`src/rtl/arbitro_memoria.sv`:
```
// Arbiter and sequencer for the unified instruction/data memory port of the fetch stage.
// Alternates fetch and data access when both contend, and stalls fetch while the port is busy.
module arbitro_memoria #(
  parameter int LATENCIA = 2,
  parameter int CONT_W   = 4
) (
  input  logic clock,
  input  logic reset,
  input  logic reqBusca,
  input  logic reqDado,
  input  logic escreveDado,
  input  logic fonteDado,
  output logic PCescreve,
  output logic c1,
  output logic c2,
  output logic controleMemoria,
  output logic buscaPronta,
  output logic dadoPronto,
  output logic stallIF,
  output logic ocupado
);

  typedef enum logic [1:0] {
    OCIOSO = 2'd0,
    BUSCA  = 2'd1,
    DADO   = 2'd2
  } estado_t;

  localparam logic [CONT_W-1:0] CONT_INI = CONT_W'(LATENCIA - 1);
  localparam logic [CONT_W-1:0] CONT_UM  = CONT_W'(1);

  estado_t           r_estado;
  estado_t           w_estado_next;
  logic [CONT_W-1:0] r_cont;
  logic [CONT_W-1:0] w_cont_next;
  logic              r_esc;
  logic              w_esc_next;
  logic              r_fonte;
  logic              w_fonte_next;
  logic              r_ultimo;
  logic              w_ultimo_next;

  logic w_fim;
  logic w_decide;
  logic w_concede_dado;

  // The last cycle of an access doubles as the grant slot, so back-to-back
  // accesses run without an idle bubble.
  assign w_fim    = (r_estado != OCIOSO) && (r_cont == '0);
  assign w_decide = (r_estado == OCIOSO) || w_fim;

  // Data wins a tie unless the previous grant already went to data.
  assign w_concede_dado = reqDado && (!reqBusca || !r_ultimo);

  always_ff @(posedge clock) begin
    if (reset) begin
      r_estado <= OCIOSO;
      r_cont   <= '0;
      r_esc    <= 1'b0;
      r_fonte  <= 1'b0;
      r_ultimo <= 1'b0;
    end else begin
      r_estado <= w_estado_next;
      r_cont   <= w_cont_next;
      r_esc    <= w_esc_next;
      r_fonte  <= w_fonte_next;
      r_ultimo <= w_ultimo_next;
    end
  end

  always_comb begin
    w_estado_next = r_estado;
    w_cont_next   = r_cont;
    w_esc_next    = r_esc;
    w_fonte_next  = r_fonte;
    w_ultimo_next = r_ultimo;

    if (w_decide) begin
      if (w_concede_dado) begin
        w_estado_next = DADO;
        w_cont_next   = CONT_INI;
        w_esc_next    = escreveDado;
        w_fonte_next  = fonteDado;
        w_ultimo_next = 1'b1;
      end else if (reqBusca) begin
        w_estado_next = BUSCA;
        w_cont_next   = CONT_INI;
        w_ultimo_next = 1'b0;
      end else begin
        w_estado_next = OCIOSO;
        w_cont_next   = '0;
      end
    end else if (r_cont != '0) begin
      w_cont_next = r_cont - CONT_UM;
    end
  end

  // Moore decode: outputs depend only on registered state, except stallIF.
  always_comb begin
    c1              = 1'b0;
    c2              = 1'b0;
    controleMemoria = 1'b0;
    buscaPronta     = 1'b0;
    dadoPronto      = 1'b0;
    ocupado         = (r_estado != OCIOSO);

    unique case (r_estado)
      BUSCA: begin
        buscaPronta = (r_cont == '0);
      end
      DADO: begin
        c1              = 1'b1;
        c2              = r_fonte;
        controleMemoria = r_esc;
        dadoPronto      = (r_cont == '0);
      end
      default: begin
      end
    endcase
  end

  assign PCescreve = buscaPronta;
  assign stallIF   = reqBusca && !buscaPronta;

endmodule

```
`config.mk`:
```
export PLATFORM = sky130hd
export DESIGN_NAME = arbitro_memoria
export DESIGN_NICKNAME = d
export VERILOG_FILES = /design/src/rtl/arbitro_memoria.sv
export SDC_FILE = /design/constraint.sdc
export NUM_CORES = 1
export LEC_CHECK = 0
export BUFFER_PORTS_ARGS = -buffer_cell sky130_fd_sc_hd__buf_2
export CORE_AREA = 8 8 45 47
export CTS_BUF_LIST = sky130_fd_sc_hd__clkbuf_16
export CTS_CLUSTER_DIAMETER = 200
export DETAILED_ROUTE_END_ITERATION = 8
export DIE_AREA = 0 0 53 55
export GPL_TIMING_DRIVEN = 0
export PLACE_DENSITY = 0.68
export SYNTH_ARGS = -nofsm -noshare
export SYNTH_HDL_FRONTEND = slang
export SYNTH_SLANG_ARGS = --single-unit
```
`constraint.sdc`:
```
create_clock -name clock -period 4.45 [get_ports clock]
set_clock_uncertainty 0.15 [all_clocks]
set_input_delay 0.6675 -clock clock [delete_from_list [all_inputs] [get_ports clock]]
set_output_delay 0.6675 -clock clock [all_outputs]
set_load 0.01 [all_outputs]
```
Word level (Yosys, flattened, before mapping). Index checks and enable logic that the tools add are counted.

Bits in registers: 9. Latch bits: 0. Memory bits (writable): 0. ROM bits: 0. Input port bits: 6. Memories kept: 0.

$add $sub $neg: 1. $mul: 0. Divide/modulo/power cells: 0. Order comparisons: 0. Equal/unequal tests: 2. Shift operators: 0. Mux-type cells: 13. Bitwise operators: 0. Reductions and logical operators: 16.

Operators by type and width (number): $mux 1 (10); $mux 4 (2); $reduce_bool 2->1 (3); $logic_not 4->1 (1); $reduce_and 2->1 (2); $reduce_bool 4->1 (1); $sub 4x1->4 const B (1); $logic_and 1x1->1 (3); $logic_not 1->1 (3); $eq 2x1->1 const B (1); $eq 2x2->1 const B (1); $logic_not 2->1 (1); $logic_or 1x1->1 (2); $mux 2 (1).

Logic depth before layout (Yosys ltp).
Depth after elaboration: 5. Gate-level depth with buffers: 6. Gate-level depth less buffers: 5.

Worst setup path after synthesis. OpenSTA, ideal clock, no wires.

Kind: reg-to-output. Start: register r_cont[0]. End: output port buscaPronta. Arrival: 1630 ps. Path slack: 2002 ps. Stages on the path, launching flop included: 7. Cell sequence: dfxtp_1 inv_1 ha_1 or3b_1 buf_6 nor3b_1 buf_4.

Word-level cells in the longest chain between the ends: 2.

RTL lines: start, declared (RTL line 34) `logic [CONT_W-1:0] r_cont;`; start signal, assigned (RTL line 64) `r_cont <= w_cont_next;`; $logic_not 4->1 (RTL line 109) `buscaPronta = (r_cont == '0);`; $mux 1 (RTL line 107) `unique case (r_estado)`; end, declared (RTL line 17) `output logic buscaPronta,`.

Every way passes these cells.

Worst setup path in the final report. Same ends and word-level chain as after synthesis.

==> results_dict.tcl <==
set metrics [dict create \
    status "complete, no violations" \
    slew_violations 0 \
    n_fill_cell 141 \
    antenna_left 0 \
    crit_required_ps 3630 \
    cts-hold-fix-buffers 0 \
    synth_area_um2 491.7 \
    hold_depth 2 \
    drtIter0Drc 0 \
    drt-total-wl_um 1014 \
    port_buffers 13 \
    dp_hpwl_um 738.8 \
    die_h_um 55 \
    relSlewSlack 0.7138 \
    powerDensity_nw_per_um2 470.2 \
    dieArea_um2 2915 \
    yosysSeqAreaShare 0.3664 \
    worstPathMaxFanout 10 \
    critPathKind "reg -> out" \
    critPathArrivalTime_ps 1860 \
    drive_above_1_share 0.3286 \
    layoutNonFillerInstCount 86 \
    diodes 0 \
    fin_crit_ps 2673 \
    r2r-start "r_cont[0]" \
    area_growth_pct 33.33 \
    hold_end "r_fonte" \
    end_kind "output port" \
    synth_area_per_cell_um2 9.278 \
    hold_path_startpoint "r_fonte" \
    syn_nets 61 \
    period_share 0.6007 \
    rrSetupSlack_ps 2700 \
    cts_max_level 1 \
    max-cap-violations 0 \
    dieWidth_um 53 \
    ir_drop_mv 0.1586 \
    finalHoldViolCount 0 \
    final_net_count 79 \
    grt_pass1_vias 380 \
    dp_cells 82 \
    io_pins 14 \
    grt_overflow_total 0 \
    clk_path_buf_depth 2 \
    cts_buffers 3 \
    cts_tree "done" \
    reg2regPathDepth 6 \
    postCtsSetupBuffers 0 \
    grt_util_all_layers 0.07895 \
    rsz0062_at_grt "no" \
    start_util 0.3553 \
    final-setup-viol-count 0 \
    wl_per_cell_um 11.79 \
    vias 403 \
    p_leak_nw 0.3103 \
    fin_setup_tns_ps 0 \
    ys_warn_count 0 \
    yosys.cell_types.count 26 \
    max_clock_freq_ghz 0.3741 \
    grt_max_degree 11 \
    synth_seq_cells 9 \
    clk_latency_ps 230 \
    clock_sinks 9 \
    core_um2 1384 \
    rows 14 \
    antenna_found_initial 0 \
    startpoint_type "flop" \
    ctsResizeCount 0 \
    avgViaCountPerCell 4.686 \
    gp_congestion 0.7527 \
    ctsRootBufferMaster "clkbuf_16" \
    r2r-end "r_esc" \
    drc 0 \
    synth_cells 53 \
    min_path_type "reg -> reg" \
    grt_pass1_wl_um 1649 \
    drtPass1Iterations 1 \
    worstMarginPinSlew_ps 429.3 \
    path_clk_slew_ps 40 \
]
[synthesized netlist by cell type]
library cell / instances / area, µm²
a21oi_1: 2 / 10.01
xnor2_1: 2 / 17.52
mux2i_1: 2 / 20.02
a211o_1: 1 / 8.760
clkbuf_1: 2 / 7.510
nand2_1: 3 / 11.26
ha_1: 2 / 25.02
and3_1: 1 / 6.260
nor3_1: 4 / 20.02
inv_1: 5 / 18.77
and2b_2: 1 / 8.760
nor2_1: 1 / 3.750
buf_6: 1 / 11.26
a221o_1: 1 / 10.01
a211oi_4: 1 / 20.02
nor3b_1: 1 / 7.510
a311oi_1: 1 / 8.760
buf_4: 1 / 7.510
and2_1: 3 / 18.77
dfxtp_1: 9 / 180.2
or2_2: 1 / 6.260
nand2b_1: 4 / 25.02
nor2b_1: 1 / 6.260
or3b_1: 1 / 8.760
a221oi_2: 1 / 15.01
a21o_2: 1 / 8.760
[worst max-delay path, cell delays in order (launching register included)]
cell and delay (ps):
dfxtp_1 320, inv_1 80, ha_1 130, or3b_1 350
buf_6 150, nor3b_1 310, buf_4 160, buf_2 120
[per-layer routing]
| layer | GRT usage | routed length, µm | vias up |
|---|---|---|---|
| li1 | - | - | 213 |
| met1 | 0.08436 | 454 | 174 |
| met2 | 0.1113 | 438 | 11 |
| met3 | 0.02941 | 77 | 5 |
| met4 | 0.09052 | 44 | 0 |
| met5 | 0 | 0 | - |
[cells in the final DEF, fill, tap and decap left out]
master,count
or2_2,1
a311oi_1,1
nand2_1,3
a211oi_4,1
a221oi_2,1
a211o_1,1
nor3_1,4
inv_1,6
a21o_2,1
clkbuf_16,3
nor2b_1,1
a221o_1,1
buf_2,13
xnor2_1,2
a21oi_1,2
or3b_1,1
and3_1,1
nand2b_1,4
buf_4,1
ha_1,2
dfxtp_1,9
nor2_1,1
nor3b_1,1
and2_1,3
clkbuf_1,2
mux2i_1,2
buf_6,1
and2b_2,1
[report_power, final]
part	leakage, nW	total [W]	switching [W]	internal (W)
sequential	0.0741	0.0000933	0.00000489	0.0000884
clock	0.0423	0.000156	0.0000383	0.000117
combinational	0.194	0.0000594	0.0000308	0.0000286
[sequential cells by signal, summed over array words and instances, names as in the netlist]
name / count
r_ultimo: 1
r_esc: 1
r_cont: 4
r_fonte: 1
r_estado: 2
[through the flow]
step	setup WS [ps]	utilization	cell area (µm²)	hold WS, ps	power (W)
finish	1777	0.4738	655.6	316.4	0.0003083
floorplan	2002	-	491.7	294.5	0.0001391
global route	1637	0.4738	655.6	356.6	0.0003237
CTS	1763	0.4738	655.6	320.9	0.0003121
detailed placement	2023	0.4168	576.8	315.7	0.0001540
global placement	2033	0.4168	576.8	307.5	0.0001531
[final cells by class]
cell class / count / area [µm²] / share of cell area
multi-input cells: 35 / 266.5 / 0.4065
flip-flops and latches: 9 / 180.2 / 0.2748
clock buffers: 3 / 75.07 / 0.1145
repair buffers: 13 / 65.06 / 0.09924
plain buffers: 4 / 26.28 / 0.04008
well taps: 16 / 20.02 / 0.03053
inverters: 5 / 18.77 / 0.02863
clock inverters: 1 / 3.754 / 0.005725
[logic make-up after synthesis]
kind of cell	share of synthesized area
AND/OR/NAND/NOR	0.2494
flip-flops	0.3664
buffers and inverters	0.09162
XOR/XNOR	0.03563
AO/OA/AOI/OAI	0.1654
multiplexers	0.04071
adder cells (fa/ha/maj)	0.05088
[worst max path at each step]
stage | endpoint | from | cells after the start | slack [ps]
after floorplan | buscaPronta | r_cont[0] | 6 | 2000
after global placement | buscaPronta | r_cont[0] | 7 | 2030
after detailed placement | buscaPronta | r_cont[0] | 7 | 2020
after CTS | buscaPronta | r_cont[0] | 7 | 1760
after global routing | buscaPronta | r_cont[0] | 7 | 1640
final | buscaPronta | r_cont[0] | 7 | 1780
Note: power is estimated with default switching activity, not from simulation.
